File: src/rtl/riscv_loader_pkg.sv
// Shared types and constants for the instruction-memory image loader.
package riscv_loader_pkg;

    typedef enum logic [2:0] {
        IDLE = 3'd0,
        LEN  = 3'd1,
        DATA = 3'd2,
        CSUM = 3'd3,
        DONE = 3'd4,
        ERR  = 3'd5
    } loader_state_e;

    localparam int BYTES_PER_WORD = 4;
    localparam int LEN_BYTES      = 4;

endpackage

File: src/rtl/inst_mem_loader_byte_packer.sv
// Packs a byte stream into little-endian 32-bit words; the word is presented
// combinationally in the same cycle its 4th byte is accepted.
module byte_packer
    import riscv_loader_pkg::*;
(
    input  logic        clk,
    input  logic        rst,
    input  logic        clr,
    input  logic        byte_en,
    input  logic [7:0]  byte_in,
    output logic [31:0] word,
    output logic        word_valid
);

    localparam int CW = $clog2(BYTES_PER_WORD);

    logic [CW-1:0] cnt_r;
    logic [23:0]   sh_r;

    // Byte position counter and shift register for the three lower bytes
    always_ff @(posedge clk or posedge rst) begin
        if (rst) begin
            cnt_r <= {CW{1'b0}};
            sh_r  <= 24'h000000;
        end else if (clr) begin
            cnt_r <= {CW{1'b0}};
            sh_r  <= 24'h000000;
        end else if (byte_en) begin
            cnt_r <= cnt_r + CW'(1);
            sh_r  <= {byte_in, sh_r[23:8]};
        end
    end

    // Completed word: current byte is the most significant one
    always_comb begin
        word_valid = byte_en && (cnt_r == CW'(BYTES_PER_WORD - 1));
        word       = {byte_in, sh_r};
    end

endmodule

File: src/rtl/inst_mem_loader.sv
// Streams a length-prefixed, checksummed program image into instruction memory
// and holds the core in reset until the image has been loaded and verified.
module inst_mem_loader
    import riscv_loader_pkg::*;
#(
    parameter int DW             = 32,
    parameter int MEM_SIZE_IN_KB = 1,
    parameter int NO_OF_REGS     = MEM_SIZE_IN_KB * 1024 / 4,
    parameter int CNTW           = $clog2(NO_OF_REGS) + 1
) (
    input  logic          clk_i,
    input  logic          rst_i,
    input  logic          start_i,
    input  logic          byte_valid_i,
    input  logic [7:0]    byte_i,
    output logic          byte_ready_o,
    output logic          mem_we_o,
    output logic [DW-1:0] mem_waddr_o,
    output logic [DW-1:0] mem_wdata_o,
    output logic          core_rst_o,
    output logic          busy_o,
    output logic          done_o,
    output logic          err_o
);

    loader_state_e   state_r, state_s;
    logic            accept_s, start_load_s, len_bad_s, last_word_s;
    logic            busy_s, done_s, err_s, core_rst_s;
    logic [31:0]     word_s;
    logic            word_valid_s;
    logic [CNTW-1:0] len_r, idx_r;
    logic [31:0]     csum_r;

    assign accept_s = byte_valid_i && byte_ready_o;

    byte_packer u_packer (
        .clk        (clk_i),
        .rst        (rst_i),
        .clr        (start_load_s),
        .byte_en    (accept_s),
        .byte_in    (byte_i),
        .word       (word_s),
        .word_valid (word_valid_s)
    );

    // State register plus registered status outputs derived from the next state
    always_ff @(posedge clk_i or posedge rst_i) begin
        if (rst_i) begin
            state_r      <= IDLE;
            byte_ready_o <= 1'b0;
            busy_o       <= 1'b0;
            done_o       <= 1'b0;
            err_o        <= 1'b0;
            core_rst_o   <= 1'b1;
        end else begin
            state_r      <= state_s;
            byte_ready_o <= busy_s;
            busy_o       <= busy_s;
            done_o       <= done_s;
            err_o        <= err_s;
            core_rst_o   <= core_rst_s;
        end
    end

    // Next-state logic
    always_comb begin
        state_s      = state_r;
        start_load_s = 1'b0;
        len_bad_s    = (word_s == 32'h0000_0000) || (word_s > 32'(NO_OF_REGS));
        last_word_s  = ((idx_r + CNTW'(1)) == len_r);
        case (state_r)
            IDLE, DONE, ERR: begin
                if (start_i) begin
                    state_s      = LEN;
                    start_load_s = 1'b1;
                end else begin
                    state_s = state_r;
                end
            end
            LEN: begin
                if (word_valid_s) begin
                    state_s = len_bad_s ? ERR : DATA;
                end else begin
                    state_s = LEN;
                end
            end
            DATA: begin
                if (word_valid_s && last_word_s) begin
                    state_s = CSUM;
                end else begin
                    state_s = DATA;
                end
            end
            CSUM: begin
                if (word_valid_s) begin
                    state_s = (word_s == csum_r) ? DONE : ERR;
                end else begin
                    state_s = CSUM;
                end
            end
            default: state_s = IDLE;
        endcase
    end

    // Status decode of the next state
    always_comb begin
        busy_s     = (state_s == LEN) || (state_s == DATA) || (state_s == CSUM);
        done_s     = (state_s == DONE);
        err_s      = (state_s == ERR);
        core_rst_s = (state_s != DONE);
    end

    // Length capture, memory write port and checksum accumulation
    always_ff @(posedge clk_i or posedge rst_i) begin
        if (rst_i) begin
            len_r       <= {CNTW{1'b0}};
            idx_r       <= {CNTW{1'b0}};
            csum_r      <= 32'h0000_0000;
            mem_we_o    <= 1'b0;
            mem_waddr_o <= {DW{1'b0}};
            mem_wdata_o <= {DW{1'b0}};
        end else begin
            mem_we_o <= 1'b0;
            if (start_load_s) begin
                idx_r  <= {CNTW{1'b0}};
                csum_r <= 32'h0000_0000;
            end else if (word_valid_s && (state_r == LEN)) begin
                len_r <= word_s[CNTW-1:0];
            end else if (word_valid_s && (state_r == DATA)) begin
                mem_we_o    <= 1'b1;
                mem_waddr_o <= DW'({idx_r, 2'b00});
                mem_wdata_o <= DW'(word_s);
                csum_r      <= csum_r ^ word_s;
                idx_r       <= idx_r + CNTW'(1);
            end
        end
    end

endmodule

File: config.mk
export PLATFORM = sky130hd
export DESIGN_NAME = inst_mem_loader
export DESIGN_NICKNAME = d
export VERILOG_FILES = /design/src/rtl/riscv_loader_pkg.sv /design/src/rtl/inst_mem_loader_byte_packer.sv /design/src/rtl/inst_mem_loader.sv
export SDC_FILE = /design/constraint.sdc
export NUM_CORES = 1
export LEC_CHECK = 0
export ABC_CLOCK_PERIOD_IN_PS = 8000
export CORE_MARGIN = 4
export CORE_UTILIZATION = 61
export CTS_BUF_LIST = sky130_fd_sc_hd__clkbuf_8
export DETAILED_ROUTE_END_ITERATION = 12
export HOLD_SLACK_MARGIN = 0.02
export PLACE_DENSITY_LB_ADDON = 0.25
export SYNTH_ARGS = -nofsm -noshare
export SYNTH_HDL_FRONTEND = slang
export SYNTH_SLANG_ARGS = --single-unit
File: constraint.sdc
create_clock -name clk_i -period 8 [get_ports clk_i]
set_clock_uncertainty 0.05 [all_clocks]
set_input_delay 1.6 -clock clk_i [delete_from_list [all_inputs] [get_ports clk_i]]
set_output_delay 1.6 -clock clk_i [all_outputs]
set_load 0.01 [all_outputs]
# After elaboration in Yosys (flattened, before gate mapping)

Cells that the tools add are included.
Widths: inputs -> output; s select.

Order comparisons: 1
Multiplexer cells: 22
Eq/ne operators: 15
Add/subtract/negate cells: 2
Reduce and logical (&&, ||, !) cells: 16
Bitwise logic cells: 3

Operators by type and width:

| kind                | count |
|---|---|
| $mux 32             | 3 |
| $mux 24             | 2 |
| $eq 32x32->1        | 1 |
| $gt 32x9->1 const B | 1 |
| $logic_not 32->1    | 1 |
| $xor 32x32->32      | 1 |
| $mux 9              | 3 |
| $eq 3x2->1 const B  | 4 |
| $eq 3x3->1 const B  | 4 |
| $mux 3              | 4 |
| $pmux 3 s4          | 1 |
| $add 9x1->9 const B | 1 |
| $eq 9x9->1          | 1 |
| $mux 1              | 7 |
| $eq 3x1->1 const B  | 2 |
| $logic_and 1x1->1   | 5 |
| $mux 2              | 2 |
| $reduce_and 2->1    | 2 |
| $reduce_bool 2->1   | 2 |
| $logic_not 3->1     | 1 |
| $logic_or 1x1->1    | 3 |
| $ne 3x3->1 const B  | 1 |
| $reduce_and 3->1    | 1 |
| $reduce_or 3->1     | 1 |
| 4 further kinds     | 5 |

Register bits: 125
Bits of input ports: 12

# Logic depth before layout (Yosys ltp)

Gate-level depths: netlist (run 1).

Depth after elaboration: 8
Gate-level depth with buffers: 9
Mapped depth without buffers: 8

# Cells and area by module

A second synthesis (run 1) with hierarchy kept.

Cell total of the unflattened synthesis: 621
Area, all modules: 5978.2 um^2

Modules (own cells, without submodules):

| module          | area an instance (um^2) | cells each | times used |
|---|---|---|---|
| inst_mem_loader | 4819.6                  | 526        | 1 |
| byte_packer     | 1158.6                  | 95         | 1 |

# Worst setup path after synthesis (run 1)

Ideal clock, no wire load.

Path kind: input -> register
Start point: input port byte_valid_i
End point: register done_o
Arrival time: 3.030 ns
Stages: 6
Required time: 7.830 ns
Path slack: 4.800 ns
Setup time: 0.120 ns
Path buffers: 0
Path through: nand3_2 or4b_4 nor3_2 nand3_1 or4_4 and3_1

Word-level cells in the longest chain between the ends: 6
Elaborated cells between the ends (all ways): 8
Those cells by class: eq/ne (1); mux (4); reduce/logical (3)

Ends and longest elaborated chain:

| element               | line                              | text |
|---|---|---|
| start, declared       | inst_mem_loader.sv:14             | `input logic byte_valid_i,` |
| $logic_and 1x1->1 (*) | inst_mem_loader.sv:34             | `assign accept_s = byte_valid_i && byte_ready_o;` |
| $logic_and 1x1->1 (*) | inst_mem_loader_byte_packer.sv:36 | `word_valid = byte_en && (cnt_r == CW'(BYTES_PER_WORD - 1));` |
| $logic_and 1x1->1     | inst_mem_loader.sv:88             | `if (word_valid_s && last_word_s) begin` |
| $mux 1                | inst_mem_loader.sv:88             |  |
| $pmux 3 s4 (*)        | inst_mem_loader.sv:71             | `case (state_r)` |
| $eq 3x3->1 (*)        | inst_mem_loader.sv:108            | `done_s = (state_s == DONE);` |
| named net done_s      | inst_mem_loader.sv:28             | `logic busy_s, done_s, err_s, core_rst_s;` |
| end signal, assigned  | inst_mem_loader.sv:59             | `done_o <= done_s;` |
| end, declared         | inst_mem_loader.sv:22             | `output logic done_o,` |

The timed path passes the listed nets; every way through them passes the cells marked *.
A chain may end at the register's enable or synchronous reset.

# Final worst setup path (run 1)

Start point: input port byte_valid_i
End point: register idx_r[3]

Word-level cells in the longest chain between the ends: 5
Elaborated cells between the ends (all ways): 7
Those cells by class: eq/ne (1); reduce/logical (6)

Ends and longest elaborated chain:

| element                                                          | line                                           | text |
|---|---|---|
| $logic_and 1x1->1 (*)                                            | inst_mem_loader.sv:34                          |  |
| $logic_and 1x1->1 (*)                                            | inst_mem_loader_byte_packer.sv:36              |  |
| $logic_and 1x1->1, on equally long branches                      | inst_mem_loader.sv:127, inst_mem_loader.sv:129 |  |
| $ne 2x2->1 (no line) / $reduce_bool 2->1 (equally long branches) | -                                              |  |
| $reduce_and 2->1 (no line) (*)                                   | -                                              |  |
| end signal, assigned                                             | inst_mem_loader.sv:117                         | `idx_r <= {CNTW{1'b0}};` |
| end signal, assigned                                             | inst_mem_loader.sv:125                         | `idx_r <= {CNTW{1'b0}};` |
| end signal, assigned                                             | inst_mem_loader.sv:134                         | `idx_r <= idx_r + CNTW'(1);` |
| end, declared                                                    | inst_mem_loader.sv:31                          | `logic [CNTW-1:0] len_r, idx_r;` |

Every way passes the cells marked *; elsewhere a longest branch is shown, timed or not.

==> results of run 1 <==
[worst min path at each step]
stage                                     start                           to  slack [ns]  cells past startpoint
floorplan                csum_r[31]$_DFFE_PP0P_       csum_r[31]$_DFFE_PP0P_        0.43                      1
global placement     mem_waddr_o[2]$_DFFE_PP0P_   mem_waddr_o[2]$_DFFE_PP0P_        0.41                      2
detailed placement  mem_wdata_o[27]$_DFFE_PP0P_  mem_wdata_o[27]$_DFFE_PP0P_        0.41                      2
CTS                 mem_wdata_o[11]$_DFFE_PP0P_  mem_wdata_o[11]$_DFFE_PP0P_        0.43                      2
global route         mem_wdata_o[4]$_DFFE_PP0P_   mem_wdata_o[4]$_DFFE_PP0P_        0.46                      2
finish               mem_waddr_o[8]$_DFFE_PP0P_   mem_waddr_o[8]$_DFFE_PP0P_        0.43                      2
[per-stage QoR]
stage	util	cells	instance area, sq um	setup slack, ns	hold WS (ns)
finish	0.734	832	6810	3.96	0.428
global route	0.734	832	6810	3.73	0.462
CTS	0.734	832	6810	3.99	0.431
detailed placement	0.687	800	6380	3.54	0.413
global placement	0.687	800	6380	3.66	0.412
floorplan	-	665	5920	3.02	0.426
[state kept, by name, indices dropped and copies added (netlist names), 2 cells and up]
register        count
csum_r             32
mem_wdata_o        32
u_packer.sh_r      24
idx_r               9
len_r               9
mem_waddr_o         9
state_r             3
u_packer.cnt_r      2
[worst max-delay path, delay by kind of cell]
family	cells	cell delay [ns]
simple gates	4	1.69
buf+inv	2	0.66
compound gates	2	0.32
[placed cells by master (no fill, tap or decap), types with 2 or more instances in the layout]
cell type	n
ha_1	2
nor3_1	3
nor2_1	5
or4_4	2
clkinv_2	3
xnor2_1	10
mux2_2	9
nor2b_1	4
a31oi_1	2
clkbuf_8	17
buf_4	3
clkdlybuf4s50_1	58
nand4_1	3
nand2_1	229
o31ai_1	2
o21ai_0	75
nand3_1	10
conb_1	23
clkinv_4	4
clkinvlp_4	2
inv_1	2
and3_1	6
mux2i_1	3
dfrtp_1	124
xor2_1	35
a21oi_1	28
nor4_1	15
bufinv_16	4
[report_power, final]
group	switching, uW	internal [uW]
registers	120	709
clock network	254	339
logic	196	145
total	570	1190
[area by class of cell]
class                      instances  share of cell area
clock buffer                      17              0.0343
clock inverter                    15              0.0290
inverter                           3             0.00202
multi-input combinational        482               0.363
sequential                       125               0.459
tap                              129              0.0237
timing repair buffer              61              0.0885
[logic make-up (layout without fill, tap and decap cells)]
family                   count (synthesis)  after routing  share of synthesized area
other                                    1             23                   0.000643
AND/OR/NAND/NOR                        287            287                      0.211
buffers and inverters                   58             96                     0.0538
XOR/XNOR                                45             45                     0.0676
adder cells (fa/ha/maj)                  2              2                    0.00429
flip-flops                             125            125                      0.536
multiplexers                            12             12                     0.0225
AO/OA/AOI/OAI                          113            113                      0.104
[metal layers]
layer | vias to the layer above | part of all wire | track usage | wire, um
met5 | - | 0 | 0 | 0
met4 | 0 | 0.013 | 0.0814 | 175
met3 | 18 | 0.050 | 0.0637 | 655
met2 | 136 | 0.51 | 0.414 | 6760
met1 | 2283 | 0.43 | 0.323 | 5630
li1 | 2176 | - | - | -
==> flow_summary.html, run 1 <==
<table>
<tr><th>Metric</th><th>Value</th></tr>
<tr><th colspan="2">Outcome</th></tr>
<tr><td>Status</td><td>finished clean</td></tr>
<tr><th colspan="2">Timing</th></tr>
<tr><td>Final period demand of the worst path</td><td>4.04 ns</td></tr>
<tr><td>Max-slew violation count</td><td>0</td></tr>
<tr><td>Measured slew at the worst slew-check pin</td><td>1.06 ns</td></tr>
<tr><td>RSZ-0062 raised after global routing</td><td>false</td></tr>
<tr><td>Accumulated negative setup slack</td><td>0 ns</td></tr>
<tr><td>Fmax</td><td>247 MHz</td></tr>
<tr><td>Tightest slew margin relative to the limit</td><td>0.295</td></tr>
<tr><td>Number of endpoints with negative hold slack in the final report</td><td>0</td></tr>
<tr><td>Crit share post-route</td><td>0.506</td></tr>
<tr><td>Final setup viols</td><td>0</td></tr>
<tr><th colspan="2">Global routing</th></tr>
<tr><td>Wire length of the first global-routing pass</td><td>between 20000 and 25000 um</td></tr>
<tr><td>Global router's overall resource usage</td><td>0.250</td></tr>
<tr><td>Total congestion overflow</td><td>0</td></tr>
<tr><td>Number of global-route vias before repair</td><td>4638</td></tr>
<tr><td>Antenna violations before repair</td><td>0</td></tr>
<tr><td>Largest net degree at the start of global routing</td><td>85</td></tr>
<tr><th colspan="2">Clock tree</th></tr>
<tr><td>Clock network latency to the later pin of the worst-skew pair</td><td>0.42 ns</td></tr>
<tr><td>CTS sink count</td><td>roughly 130</td></tr>
<tr><td># hold bufs at CTS</td><td>0</td></tr>
<tr><td>Buffer cell driving the clock tree root</td><td>clkbuf_8</td></tr>
<tr><td>Number of post-CTS setup repair buffers</td><td>0</td></tr>
<tr><td>Num CTS Buffers</td><td>17</td></tr>
<tr><td>CTS clock-pin slew for the worst setup and hold paths</td><td>approximately 0.070 ns</td></tr>
<tr><td>CTS Buffer Depth</td><td>2</td></tr>
<tr><td>Resized cells post-CTS</td><td>0</td></tr>
<tr><td>CTS tree</td><td>done</td></tr>
<tr><td>H-tree lvl count</td><td>4</td></tr>
<tr><th colspan="2">Setup path</th></tr>
<tr><td>Startpoint kind of the worst setup timing path</td><td>input port</td></tr>
<tr><td>Critical Path RT</td><td>8.23 ns</td></tr>
<tr><td>Arrival time at the worst endpoint</td><td>4.27 ns</td></tr>
<tr><td>Worst Setup SP</td><td>byte_valid_i</td></tr>
<tr><td>Worst-case reg-to-reg path depth</td><td>8</td></tr>
<tr><td>Worst Path Max Fanout</td><td>84</td></tr>
<tr><td>End point of the critical path</td><td>idx_r[3]$_DFFE_PP0P_</td></tr>
<tr><td>Most Frequent Cell on Critical Path</td><td>o21ai_0</td></tr>
<tr><td>Startpoint of the worst-slack reg-to-reg timing path</td><td>u_packer.cnt_r[0]$_DFFE_PP0P_</td></tr>
<tr><td>Reg2reg end</td><td>idx_r[3]$_DFFE_PP0P_</td></tr>
<tr><td>Longest individual stage delay on the worst path</td><td>0.85 ns</td></tr>
<tr><td>CP endpoint kind</td><td>register</td></tr>
<tr><td>Cell with the largest stage delay on the worst path</td><td>or4b_4</td></tr>
<tr><td>CP cell instances</td><td>clkdlybuf4s50_1 &gt; nand3_2 &gt; or4b_4 &gt; clkinv_1 &gt; or2_2 &gt; o21ai_0 &gt; nand2_1 &gt; o21ai_0</td></tr>
<tr><td>Setup slack of the most critical reg-to-reg path</td><td>5.09 ns</td></tr>
<tr><td>Classification of the worst setup path</td><td>input port to register</td></tr>
<tr><th colspan="2">Finish</th></tr>
<tr><td>Fill cell instance count of the final layout</td><td>702</td></tr>
<tr><td>Area grow syn2layout</td><td>16.8%</td></tr>
<tr><td>Area occupied by multi-input gates</td><td>around 2500 sq um</td></tr>
<tr><td>Area used by sequential logic in the layout</td><td>between 3000 and 4000 sq um</td></tr>
<tr><td>Proportion of layout cells with a drive suffix above 1</td><td>0.0754</td></tr>
<tr><td>Nets</td><td>704</td></tr>
<tr><td>Antenna Cells</td><td>0</td></tr>
<tr><th colspan="2">Synth</th></tr>
<tr><td>Most frequently used cell type in the post-synthesis netlist</td><td>nand2_1</td></tr>
<tr><td>Fraction of registers with async set/reset</td><td>1.00</td></tr>
<tr><td>Cell area after synthesis</td><td>between 5000 and 6000 sq um</td></tr>
<tr><td>Synthesized flop and latch total</td><td>125</td></tr>
<tr><td>Commonest cells in the netlist</td><td>229 x nand2_1, 124 x dfrtp_1, 75 x o21ai_0</td></tr>
<tr><td>Post-synth EDFFs</td><td>0</td></tr>
<tr><td>Largest cells by area after synthesis</td><td>dfrtp_1 53%, nand2_1 15%, o21ai_0 6.4%</td></tr>
<tr><td>Average instance area after synthesis</td><td>9.07 sq um</td></tr>
<tr><td>Primary FF master, synth</td><td>dfrtp_1</td></tr>
<tr><td>Sequential area share after synthesis</td><td>0.536</td></tr>
<tr><td>Synthesized instance count</td><td>643</td></tr>
<tr><td>Cell taking the most area after synthesis</td><td>dfrtp_1</td></tr>
<tr><td>Count of yosys warnings during synthesis</td><td>0</td></tr>
<tr><td>Count of unique library cells instantiated by Yosys</td><td>42</td></tr>
<tr><td>Share of Yosys cell area claimed by the top area cell type</td><td>0.532</td></tr>
<tr><th colspan="2">Floorplanning</th></tr>
<tr><td>Starting density of the core</td><td>0.628</td></tr>
<tr><td>Placeable core region</td><td>between 9000 and 10000 sq um</td></tr>
<tr><td>Die area</td><td>11200 sq um</td></tr>
<tr><td>I/O pin count</td><td>82</td></tr>
<tr><td>Vertical extent of the die</td><td>106 um</td></tr>
<tr><td>Die Span X</td><td>106 um</td></tr>
<tr><td>Rows</td><td>35</td></tr>
<tr><th colspan="2">Pwr</th></tr>
<tr><td>Total chip power</td><td>around 1800 uW</td></tr>
<tr><td>Pwr/cell area</td><td>259 nW/um^2</td></tr>
<tr><td>Worst ir drop on vdd</td><td>approximately 150 uV</td></tr>
<tr><td>Lkg Pwr</td><td>approximately 0.0033 uW</td></tr>
<tr><th colspan="2">Placed design</th></tr>
<tr><td>Gp weighted congestion</td><td>0.866</td></tr>
<tr><td>I/O Buffers</td><td>58</td></tr>
<tr><td>Detail Placement HPWL</td><td>8420 um</td></tr>
<tr><th colspan="2">Route</th></tr>
<tr><td>Average via count per standard cell</td><td>5.54</td></tr>
<tr><td>Via count</td><td>4613</td></tr>
<tr><td>Post-route ant nets</td><td>0</td></tr>
<tr><td>First drt pass iteration count</td><td>4</td></tr>
<tr><td>Violation count after the first detailed-routing iteration</td><td>359</td></tr>
<tr><td>Post-detailed-route DRC marker count</td><td>0</td></tr>
<tr><td>Aggregate routed wire length</td><td>13200 um</td></tr>
<tr><td>WL per Instance</td><td>15.9 um</td></tr>
<tr><th colspan="2">Run</th></tr>
<tr><td>Max Cap Viol</td><td>0</td></tr>
<tr><th colspan="2">Min path</th></tr>
<tr><td>Worst min-delay path category</td><td>register to register</td></tr>
</table>
No activity file was read; power rests on OpenSTA's default activity.
==> inputs of run 2 (changes only) <==
--- a/config.mk
+++ b/config.mk
@@ -5,9 +5,9 @@
 export SDC_FILE = /design/constraint.sdc
 export NUM_CORES = 1
 export LEC_CHECK = 0
-export ABC_CLOCK_PERIOD_IN_PS = 8000
+export ABC_CLOCK_PERIOD_IN_PS = 3300
 export CORE_MARGIN = 4
-export CORE_UTILIZATION = 61
+export CORE_UTILIZATION = 51
 export CTS_BUF_LIST = sky130_fd_sc_hd__clkbuf_8
 export DETAILED_ROUTE_END_ITERATION = 12
 export HOLD_SLACK_MARGIN = 0.02
==> constraint.sdc (replaced) <==
create_clock -name clk_i -period 3.3 [get_ports clk_i]
set_clock_uncertainty 0.05 [all_clocks]
set_input_delay 0.66 -clock clk_i [delete_from_list [all_inputs] [get_ports clk_i]]
set_output_delay 0.66 -clock clk_i [all_outputs]
set_load 0.01 [all_outputs]
==> flow_summary.html, run 2 (synthesis results as in run 1) <==
<table>
<tr><th>Metric</th><th>Value</th></tr>
<tr><th colspan="2">Finish</th></tr>
<tr><td>Most frequent standard cell in the layout excluding fill and tap cells</td><td>nand2_1 (unchanged)</td></tr>
<tr><td>Top flop regs</td><td>csum_r x32, mem_wdata_o x32, u_packer.sh_r x24 (unchanged)</td></tr>
<tr><td>Final standard cell count with taps included and fillers excluded</td><td>853 (was 832)</td></tr>
<tr><td>Proportion of layout cells with a drive suffix above 1</td><td>0.0827 (was 0.0754)</td></tr>
<tr><td>Nets</td><td>714 (was 704)</td></tr>
<tr><td>Area grow syn2layout</td><td>17.5% (was 16.8%)</td></tr>
<tr><td>Antenna Cells</td><td>0 (unchanged)</td></tr>
<tr><td>Top library cells by usage in the layout, fill and taps aside</td><td>229 x nand2_1, 124 x dfrtp_1, 75 x o21ai_0 (unchanged)</td></tr>
<tr><th colspan="2">Outcome</th></tr>
<tr><td>Status</td><td>finished clean (unchanged)</td></tr>
<tr><th colspan="2">Route</th></tr>
<tr><td>Average via count per standard cell</td><td>5.43 (was 5.54)</td></tr>
<tr><td>Post-detailed-route DRC marker count</td><td>0 (unchanged)</td></tr>
<tr><td>Aggregate routed wire length</td><td>13600 um (was 13200 um)</td></tr>
<tr><td>WL per Instance</td><td>15.9 um (about the same)</td></tr>
<tr><td>Via count</td><td>4628 (was 4613)</td></tr>
<tr><td>First drt pass iteration count</td><td>7 (was 4)</td></tr>
<tr><td>Post-route ant nets</td><td>0 (unchanged)</td></tr>
<tr><td>Violation count after the first detailed-routing iteration</td><td>382 (was 359)</td></tr>
<tr><th colspan="2">Setup path</th></tr>
<tr><td>CP endpoint kind</td><td>register (unchanged)</td></tr>
<tr><td>Longest individual stage delay on the worst path</td><td>0.53 ns (was 0.85 ns)</td></tr>
<tr><td>Startpoint kind of the worst setup timing path</td><td>input port (unchanged)</td></tr>
<tr><td>Critical Path RT</td><td>3.57 ns (was 8.23 ns)</td></tr>
<tr><td>CP cell instances</td><td>clkdlybuf4s50_1 &gt; nand3_2 &gt; or4b_4 &gt; nor3_2 &gt; nand3_1 &gt; or4_4 &gt; and3_1 (was clkdlybuf4s50_1 &gt; nand3_2 &gt; or4b_4 &gt; clkinv_1 &gt; or2_2 &gt; o21ai_0 &gt; nand2_1 &gt; o21ai_0)</td></tr>
<tr><td>Classification of the worst setup path</td><td>input port to register (unchanged)</td></tr>
<tr><td>Cell with the largest stage delay on the worst path</td><td>or4b_4 (unchanged)</td></tr>
<tr><td>Arrival time at the worst endpoint</td><td>2.73 ns (was 4.27 ns)</td></tr>
<tr><td>Worst Path Max Fanout</td><td>4 (was 84)</td></tr>
<tr><th colspan="2">Clock tree</th></tr>
<tr><td>Buffer cell driving the clock tree root</td><td>clkbuf_8 (unchanged)</td></tr>
<tr><td>CTS tree</td><td>done (unchanged)</td></tr>
<tr><td>Num CTS Buffers</td><td>17 (unchanged)</td></tr>
<tr><td># hold bufs at CTS</td><td>0 (unchanged)</td></tr>
<tr><td>CTS Buffer Depth</td><td>2 (unchanged)</td></tr>
<tr><td>CTS sink count</td><td>125 (unchanged)</td></tr>
<tr><td>Clock network latency to the later pin of the worst-skew pair</td><td>0.44 ns (was 0.42 ns)</td></tr>
<tr><td>H-tree lvl count</td><td>4 (unchanged)</td></tr>
<tr><td>CTS clock-pin slew for the worst setup and hold paths</td><td>0.07 ns (about the same)</td></tr>
<tr><td>Resized cells post-CTS</td><td>0 (unchanged)</td></tr>
<tr><td>Number of post-CTS setup repair buffers</td><td>0 (unchanged)</td></tr>
<tr><th colspan="2">Pwr</th></tr>
<tr><td>Worst ir drop on vdd</td><td>281 uV (was 146 uV)</td></tr>
<tr><td>Pwr/cell area</td><td>604 nW/um^2 (was 259 nW/um^2)</td></tr>
<tr><td>Lkg Pwr</td><td>0.00333 uW (was 0.00329 uW)</td></tr>
<tr><th colspan="2">Placed design</th></tr>
<tr><td>Gp weighted congestion</td><td>0.797 (was 0.866)</td></tr>
<tr><td>I/O Buffers</td><td>58 (unchanged)</td></tr>
<tr><td>Detail Placement HPWL</td><td>9010 um (was 8420 um)</td></tr>
<tr><td>Number of placed cells counting well taps</td><td>821 (was 800)</td></tr>
<tr><th colspan="2">Timing</th></tr>
<tr><td>Tightest slew margin relative to the limit</td><td>0.431 (was 0.295)</td></tr>
<tr><td>Fmax</td><td>408 MHz</td></tr>
<tr><td>Crit share post-route</td><td>0.743</td></tr>
<tr><td>Accumulated negative setup slack</td><td>0 ns (unchanged)</td></tr>
<tr><td>RSZ-0062 raised after global routing</td><td>false (unchanged)</td></tr>
<tr><td>Final setup viols</td><td>0 (unchanged)</td></tr>
<tr><td>Measured slew at the worst slew-check pin</td><td>0.851 ns (was 1.06 ns)</td></tr>
<tr><td>Final period demand of the worst path</td><td>2.45 ns</td></tr>
<tr><td>Number of endpoints with negative hold slack in the final report</td><td>0 (unchanged)</td></tr>
<tr><td>Max-slew violation count</td><td>0 (unchanged)</td></tr>
<tr><th colspan="2">Floorplanning</th></tr>
<tr><td>Die Span X</td><td>115 um (was 106 um)</td></tr>
<tr><td>I/O pin count</td><td>82 (unchanged)</td></tr>
<tr><td>Die area</td><td>13200 sq um (was 11200 sq um)</td></tr>
<tr><td>Placeable core region</td><td>11000 sq um (was 9280 sq um)</td></tr>
<tr><td>Starting density of the core</td><td>0.529 (was 0.628)</td></tr>
<tr><td>Rows</td><td>38 (was 35)</td></tr>
<tr><td>Vertical extent of the die</td><td>115 um (was 106 um)</td></tr>
<tr><th colspan="2">Global routing</th></tr>
<tr><td>GRT busiest layer</td><td>met2 (unchanged)</td></tr>
<tr><td>Largest net degree at the start of global routing</td><td>67 (was 85)</td></tr>
<tr><td>Total congestion overflow</td><td>0 (unchanged)</td></tr>
<tr><td>Wire length of the first global-routing pass</td><td>22700 um (was 22300 um)</td></tr>
<tr><td>Number of global-route vias before repair</td><td>4575 (was 4638)</td></tr>
<tr><td>Met1 Usage GRT</td><td>0.291 (was 0.323)</td></tr>
<tr><td>GRT met2 Usage</td><td>0.356 (was 0.414)</td></tr>
<tr><td>Global router's overall resource usage</td><td>0.218 (was 0.250)</td></tr>
<tr><td>Grt met3 use</td><td>0.0489 (was 0.0637)</td></tr>
<tr><td>Antenna violations before repair</td><td>0 (unchanged)</td></tr>
<tr><th colspan="2">Min path</th></tr>
<tr><td>Worst min-delay path category</td><td>register to register (unchanged)</td></tr>
<tr><th colspan="2">Run</th></tr>
<tr><td>Max Cap Viol</td><td>0 (unchanged)</td></tr>
</table>
[run 2: cell types whose count changed in the layout (fill, tap and decap cells not counted), sizes merged]
cell	before	now
bufinv	4	2
clkinvlp	2	1
clkinv	8	7
clkbuf	17	19
buf	3	13
inv	4	6
[run 2: layout make-up]
class                      count  area (sq um)
sequential                   125          3130
multi-input combinational    482          2470
clock buffer                  19           262
clock inverter                13           109
timing repair buffer          71           691
inverter                       3          15.0
fill                         950          4180
tap                          140           175
[run 2: worst max-delay path, delay by kind of cell]
kind | cells | cell delay (ns)
and+or+nand+nor | 6 | 1.56
buffers and inverters | 1 | 0.51
[run 2: layer usage]
layer	up-vias	part of all wire	wire length [um]
li1	2202	-	-
met1	2268	0.45	6070
met2	135	0.49	6630
met3	23	0.048	655
met4	0	0.016	212
met5	-	0	0
[run 2: power breakdown]
part	switching [uW]	internal, uW
Clock	585	688
Sequential	299	1720
Combinational	483	364
Total	1370	2770
[run 2: worst paths after layout]
check / cells past startpoint / slack, ns / startpoint / endpoint
worst max register to register: 6 / 0.88 / u_packer.sh_r[16]$_DFFE_PP0P_ / done_o$_DFF_PP0_
worst min-delay path: 2 / 0.42 / mem_wdata_o[0]$_DFFE_PP0P_ / mem_wdata_o[0]$_DFFE_PP0P_
worst min register to register: 2 / 0.42 / mem_wdata_o[0]$_DFFE_PP0P_ / mem_wdata_o[0]$_DFFE_PP0P_
worst max-delay path: 7 / 0.85 / byte_valid_i / done_o$_DFF_PP0_
max in group asynchronous: 3 / 1.77 / rst_i / core_rst_o$_DFF_PP1_
min in group asynchronous: 2 / 0.65 / rst_i / u_packer.cnt_r[0]$_DFFE_PP0P_
[run 2: through the flow]
stage	hold slack, ns	power (uW)	setup slack [ns]	area, sq um	utilization
finish	0.423	4140	0.848	6850	0.621
global route	0.450	4360	0.767	6850	0.621
CTS	0.429	4150	0.874	6850	0.621
detailed placement	0.412	2880	0.420	6480	0.588
global placement	0.407	2840	0.435	6480	0.588
floorplan	0.426	2590	1.04	5920	-
